===== config.mk =====
export PLATFORM = sky130hd
export DESIGN_NAME = branch_pred_ctrl
export DESIGN_NICKNAME = d
export VERILOG_FILES = /design/src/rtl/branch_pred_ctrl.sv
export SDC_FILE = /design/constraint.sdc
export NUM_CORES = 1
export LEC_CHECK = 0
export ABC_AREA = 1
export CAP_MARGIN = 10
export CORE_AREA = 2 2 130 132
export CTS_CLUSTER_SIZE = 20
export DETAILED_ROUTE_END_ITERATION = 8
export DIE_AREA = 0 0 132 134
export MAX_ROUTING_LAYER = met4
export PLACE_DENSITY = 0.66
export REMOVE_ABC_BUFFERS = 1
export SYNTH_ARGS = -nofsm -noshare
export SYNTH_HDL_FRONTEND = slang
export SYNTH_SLANG_ARGS = --single-unit

===== constraint.sdc =====
create_clock -name clk -period 2 [get_ports clk]
set_input_delay 0.2 -clock clk [delete_from_list [all_inputs] [get_ports clk]]
set_output_delay 0.2 -clock clk [all_outputs]
set_load 0.02 [all_outputs]

===== src/rtl/branch_pred_ctrl.sv =====
// JNE/JMP branch predictor: 2-bit counter table, 2-entry pending-prediction queue,
// checker-driven training and a flush/redirect sequence on mispredict.
module branch_pred_ctrl #(
  parameter int IDX_W     = 4,
  parameter int PC_W      = 16,
  parameter int FLUSH_CYC = 2
) (
  input  logic            clk,
  input  logic            rst_n,
  input  logic            pred_req,
  input  logic [PC_W-1:0] pred_pc,
  input  logic [PC_W-1:0] pred_target,
  input  logic [1:0]      pred_type,
  output logic            pred_taken,
  output logic            pred_ack,
  output logic            last_pred,
  output logic [1:0]      last_type,
  input  logic            chk_checked,
  input  logic            chk_incorrect,
  input  logic            chk_correct,
  output logic            flush,
  output logic            redirect_valid,
  output logic [PC_W-1:0] redirect_pc,
  output logic [1:0]      pend_cnt,
  output logic            err
);
  localparam int         DEPTH = 1 << IDX_W;
  localparam logic [1:0] T_JMP = 2'b01;
  localparam logic [1:0] T_JNE = 2'b10;

  typedef enum logic [1:0] {S_IDLE, S_FLUSH, S_REDIR} state_e;

  typedef struct packed {
    logic [IDX_W-1:0] idx;
    logic [PC_W-1:0]  pc;
    logic [PC_W-1:0]  target;
    logic             taken;
    logic [1:0]       btype;
  } entry_t;

  state_e            state_q, state_d;
  logic [2:0]        fcnt_q, fcnt_d;
  entry_t            fifo_q [2];
  entry_t            fifo_d [2];
  entry_t            new_entry;
  logic [1:0]        cnt_q, cnt_d;
  logic              chk_q;
  logic              flush_q, redir_v_q, err_q, last_pred_q;
  logic [1:0]        last_type_q;
  logic [PC_W-1:0]   redir_pc_q;
  logic [2*DEPTH-1:0] bht_vec;
  logic [IDX_W-1:0]  req_idx;
  logic              is_idle, chk_evt, pop, mispred, train_en;

  assign req_idx = pred_pc[IDX_W-1:0];
  assign is_idle = (state_q == S_IDLE);
  // The checker holds "checked" for a whole microstep; only its rising edge is an event.
  assign chk_evt = chk_checked & ~chk_q;
  assign pop     = is_idle & chk_evt & (cnt_q != 2'd0);
  assign mispred = pop & chk_incorrect;
  assign train_en = pop & (fifo_q[0].btype == T_JNE);

  always_comb begin
    case (pred_type)
      T_JNE:   pred_taken = bht_vec[{req_idx, 1'b1}];
      T_JMP:   pred_taken = 1'b1;
      default: pred_taken = 1'b0;
    endcase
  end

  assign pred_ack = pred_req & ((pred_type == T_JMP) | (pred_type == T_JNE)) & is_idle &
                    (cnt_q < 2'd2) & ~(chk_evt & chk_incorrect);

  // Counter table; reads see the pre-update value when trained in the same cycle.
  generate
    for (genvar gi = 0; gi < DEPTH; gi++) begin : g_bht
      logic [1:0] ctr_q;
      always_ff @(posedge clk or negedge rst_n) begin
        if (!rst_n) begin
          ctr_q <= 2'b01;
        end else if (train_en && (fifo_q[0].idx == IDX_W'(gi))) begin
          if (chk_correct) begin
            if (ctr_q != 2'b11) ctr_q <= ctr_q + 2'd1;
          end else begin
            if (ctr_q != 2'b00) ctr_q <= ctr_q - 2'd1;
          end
        end
      end
      assign bht_vec[2*gi +: 2] = ctr_q;
    end
  endgenerate

  // Head always sits in slot 0; a pop shifts slot 1 forward before any push lands.
  always_comb begin
    new_entry.idx    = req_idx;
    new_entry.pc     = pred_pc;
    new_entry.target = pred_target;
    new_entry.taken  = pred_taken;
    new_entry.btype  = pred_type;
    fifo_d = fifo_q;
    cnt_d  = cnt_q;
    if (mispred) begin
      cnt_d = 2'd0;
    end else begin
      if (pop) begin
        fifo_d[0] = fifo_q[1];
        cnt_d     = cnt_q - 2'd1;
      end
      if (pred_ack) begin
        fifo_d[cnt_d[0]] = new_entry;
        cnt_d            = cnt_d + 2'd1;
      end
    end
  end

  always_comb begin
    state_d = state_q;
    fcnt_d  = fcnt_q;
    case (state_q)
      S_IDLE: begin
        if (mispred) begin
          state_d = S_FLUSH;
          fcnt_d  = 3'(FLUSH_CYC - 1);
        end
      end
      S_FLUSH: begin
        if (fcnt_q == 3'd0) state_d = S_REDIR;
        else                fcnt_d  = fcnt_q - 3'd1;
      end
      S_REDIR: state_d = S_IDLE;
      default: state_d = S_IDLE;
    endcase
  end

  always_ff @(posedge clk or negedge rst_n) begin
    if (!rst_n) begin
      state_q     <= S_IDLE;
      fcnt_q      <= 3'd0;
      cnt_q       <= 2'd0;
      chk_q       <= 1'b0;
      flush_q     <= 1'b0;
      redir_v_q   <= 1'b0;
      redir_pc_q  <= '0;
      err_q       <= 1'b0;
      last_pred_q <= 1'b0;
      last_type_q <= 2'b00;
      for (int i = 0; i < 2; i++) fifo_q[i] <= '0;
    end else begin
      state_q   <= state_d;
      fcnt_q    <= fcnt_d;
      cnt_q     <= cnt_d;
      fifo_q    <= fifo_d;
      chk_q     <= chk_checked;
      flush_q   <= (state_d == S_FLUSH);
      redir_v_q <= (state_d == S_REDIR);
      if (mispred)
        redir_pc_q <= chk_correct ? fifo_q[0].target : fifo_q[0].pc + PC_W'(1);
      if (is_idle && chk_evt && (cnt_q == 2'd0))
        err_q <= 1'b1;
      if (pred_ack) begin
        last_pred_q <= pred_taken;
        last_type_q <= pred_type;
      end
    end
  end

  assign last_pred      = last_pred_q;
  assign last_type      = last_type_q;
  assign flush          = flush_q;
  assign redirect_valid = redir_v_q;
  assign redirect_pc    = redir_pc_q;
  assign pend_cnt       = cnt_q;
  assign err            = err_q;
endmodule


==> results.py, run 1 <==
metrics = {
    "global_route": {
        "gr-usage-all-layers_pct": 22.3,
        "grt_max_degree": 49,
        "antenna_found_initial": 0,
        "grt_pass1_vias": 6159,
        "overflow": 0,
        "grt_pass1_wl_um": 30900,
    },
    "detailed_routing": {
        "drt_pass1_iterations": 5,
        "wl_per_cell_um": 13.9,
        "vias": 6520,
        "final_antenna_net_count": 0,
        "via_per_inst": 4.97,
        "drt_iter0_markers": 646,
        "wl_um": 18200,
        "drc": 0,
    },
    "hold_path": {
        "hp-class": "in -> async",
    },
    "die": {
        "dieArea_mm2": 0.0177,
        "die_w_um": 132,
        "core-area_mm2": 0.0163,
        "initial_core_util_pct": 44.1,
        "io_pins": 66,
        "row_count": 47,
        "die_h_um": 134,
    },
    "critical_path": {
        "crit_required_ps": 1800,
        "startpoint": "pred_type[0]",
        "startpoint_type": "primary input",
        "cp.depth": 7,
        "crit_arrival_ps": 1690,
        "regToRegStartpoint": "pend_cnt[0]$_DFF_PN0_",
        "ff2ff_setup_slack_ps": 140,
        "critPathMaxStageDelay_ps": 480,
        "critPathCapture": "pred_ack",
        "worstSetupEndpointType": "output pin",
        "r2r-end": "redirect_pc[11]$_DFFE_PN0P_",
        "cpMaxStageDelayCell": "clkdlybuf4s50_1",
        "critical-path-top-delay-family": "buffers and inverters",
        "crit_fanout": 15,
        "path_buf_inv": 4,
        "ff2ff_path_depth": 9,
        "worstSetupPathType": "in -> out",
        "cp_cell_sequence": "clkdlybuf4s50_1, inv_1, ha_1, nand3b_1, nor2_4, buf_12, buf_4",
    },
    "clock_tree": {
        "cts_buffer_depth": 2,
        "path_clk_slew_ps": 60,
        "clockRootBuffer": "clkbuf_16",
        "worstSkewPairLatency_ps": 430,
        "cts_inserted_buffers": 17,
        "h-tree-depth": 4,
        "cts.sinks": 134,
        "tritoncts": "done",
    },
    "timing": {
        "layout_min_cycle_time_ps": 1890,
        "relSlewSlack_pct": 71.4,
        "hold_viol": 0,
        "finalSetupViolCount": 0,
        "maxSlewViolCount": 0,
        "hold_slack_ps": 223,
        "max_freq_mhz": 530,
        "worstMarginPinSlew_ps": 425,
        "finalSetupTns_ps": 0,
        "rsz0062_at_grt": "true",
        "worst_slack_ps": 114,
        "clock_skew_ps": 12.3,
        "fin_crit_sh_pct": 94.3,
    },
    "final_layout": {
        "mostFrequentLayoutCell": "nand2_1",
        "nNetsFinal": 1125,
        "layout_common_cells": "337 x nand2_1, 122 x o21ai_0, 122 x inv_1, 118 x dfrtp_1, 95 x nand3_1",
        "synthToLayoutAreaGrowth_pct": 27.0,
        "drive_gt1_share_pct": 11.5,
        "fill_cells": 1534,
        "utilization_pct": 56.1,
        "diodes": 0,
    },
    "place": {
        "post-dp-hpwl_um": 12500,
        "finalWeightedCongestion": 0.839,
        "io_buffers": 65,
        "place_ws_ps": -272,
    },
    "job": {
        "cap_violations": 0,
    },
    "power": {
        "power.density_mw_per_mm2": 1400,
        "irDropWorstVdd_mv": 0.773,
        "p_leak_nw": 4.58,
        "finalPower_w": 0.0128,
    },
    "yosys": {
        "syn_area_mm2": 0.00719,
        "avgSynthCellArea_um2": 7.34,
        "yosys_most_used_dff": "dfrtp_1",
        "synthCells": 980,
        "synth-edff-count": 0,
        "synth_cell_type_count": 36,
        "async_flop_share_pct": 100,
        "yosys_warnings": 0,
        "ys_seq_area_share_pct": 46.9,
        "ys_ff_latch": 134,
    },
    "status": {
        "status": "complete, no violations",
    },
}
==> layer usage <==
layer	up-vias	part of all wire [%]	GRT usage [%]
met2	115	46	34.5
met1	3076	49	30.3
met5	-	0	-
li1	3308	-	-
met3	21	3.2	3.82
met4	0	1.5	6.58
==> cell usage after synthesis, drive strengths merged (3+ instances only) <==
master | n | area share [%]
nand2 | 341 | 18
o21ai | 135 | 9.4
inv | 123 | 6.4
dfrtp | 118 | 41
nand3 | 95 | 6.6
nor2 | 41 | 2.4
clkbuf | 23 | 1.2
buf | 22 | 1.7
dfstp | 16 | 5.8
a21oi | 12 | 0.84
maj3 | 11 | 1.5
ha | 6 | 1.0
or2 | 6 | 0.52
a2bb2oi | 5 | 0.61
nor3 | 4 | 0.28
o31ai | 4 | 0.42
a21boi | 3 | 0.31
mux2i | 3 | 0.42
==> per-stage QoR <==
step	cells	instance area [um^2]
3_5_place_dp	1275	8430
4_1_cts	1307	9070
5_1_grt	1312	9130
3_3_place_gp	1275	8430
2_1_floorplan	935	6980
6_report	1312	9130
==> how the worst min path moves through the flow <==
stage                           start               endpoint  slack (ps)  cells past startpoint
after detailed placement        rst_n  fcnt_q[2]$_DFFE_PN0P_         110                      1
final                           rst_n  fcnt_q[2]$_DFFE_PN0P_         220                      2
after floorplan                 rst_n              async pin        -100                      0
after global placement          rst_n  fcnt_q[2]$_DFFE_PN0P_         120                      1
after global routing      chk_checked        chk_q$_DFF_PN0_         250                      1
after CTS                 chk_checked        chk_q$_DFF_PN0_         220                      1
==> layout make-up <==
cell class	count	area, um^2	area share [%]
timing repair buffer	125	1210	13.2
clock buffer	21	450	4.93
tap	220	275	3.01
inverter	123	462	5.05
clock inverter	11	198	2.16
multi-input combinational	678	3170	34.7
sequential	134	3370	36.9
==> report_power, final <==
group	switching (W)	leakage (nW)	total (W)	internal [W]
registers	0.000781	1.66	0.00461	0.00383
clock network	0.00122	0.312	0.00348	0.00225
logic	0.00269	2.60	0.00467	0.00198
total	0.00469	4.58	0.0128	0.00807
==> cells by family after synthesis <==
logic type	synth area share [%]
flops	46.9
compound gates	12.1
simple gates	28.0
xor+xnor	0.627
buf+inv	9.33
fa+ha+maj	2.58
mux	0.418
==> repair_timing <==
item                                    CTS  global route
resized for setup                         4             9
endpoints found under the setup margin    2            37
endpoints found under the hold margin    31             0
hold buffers                              1             0
pin swaps                                 0             2
buffers inserted                          0             5
No activity file was read; power rests on OpenSTA's default activity.
==> inputs of run 2 (changes only) <==
--- a/config.mk
+++ b/config.mk
@@ -11,6 +11,8 @@
 export CTS_CLUSTER_SIZE = 20
 export DETAILED_ROUTE_END_ITERATION = 8
 export DIE_AREA = 0 0 132 134
+export GPL_ROUTABILITY_DRIVEN = 0
+export HOLD_SLACK_MARGIN = 0.02
 export MAX_ROUTING_LAYER = met4
 export PLACE_DENSITY = 0.66
 export REMOVE_ABC_BUFFERS = 1
==> results of run 2 <==
Final layout, timing and power as in run 1 (identical DEF).
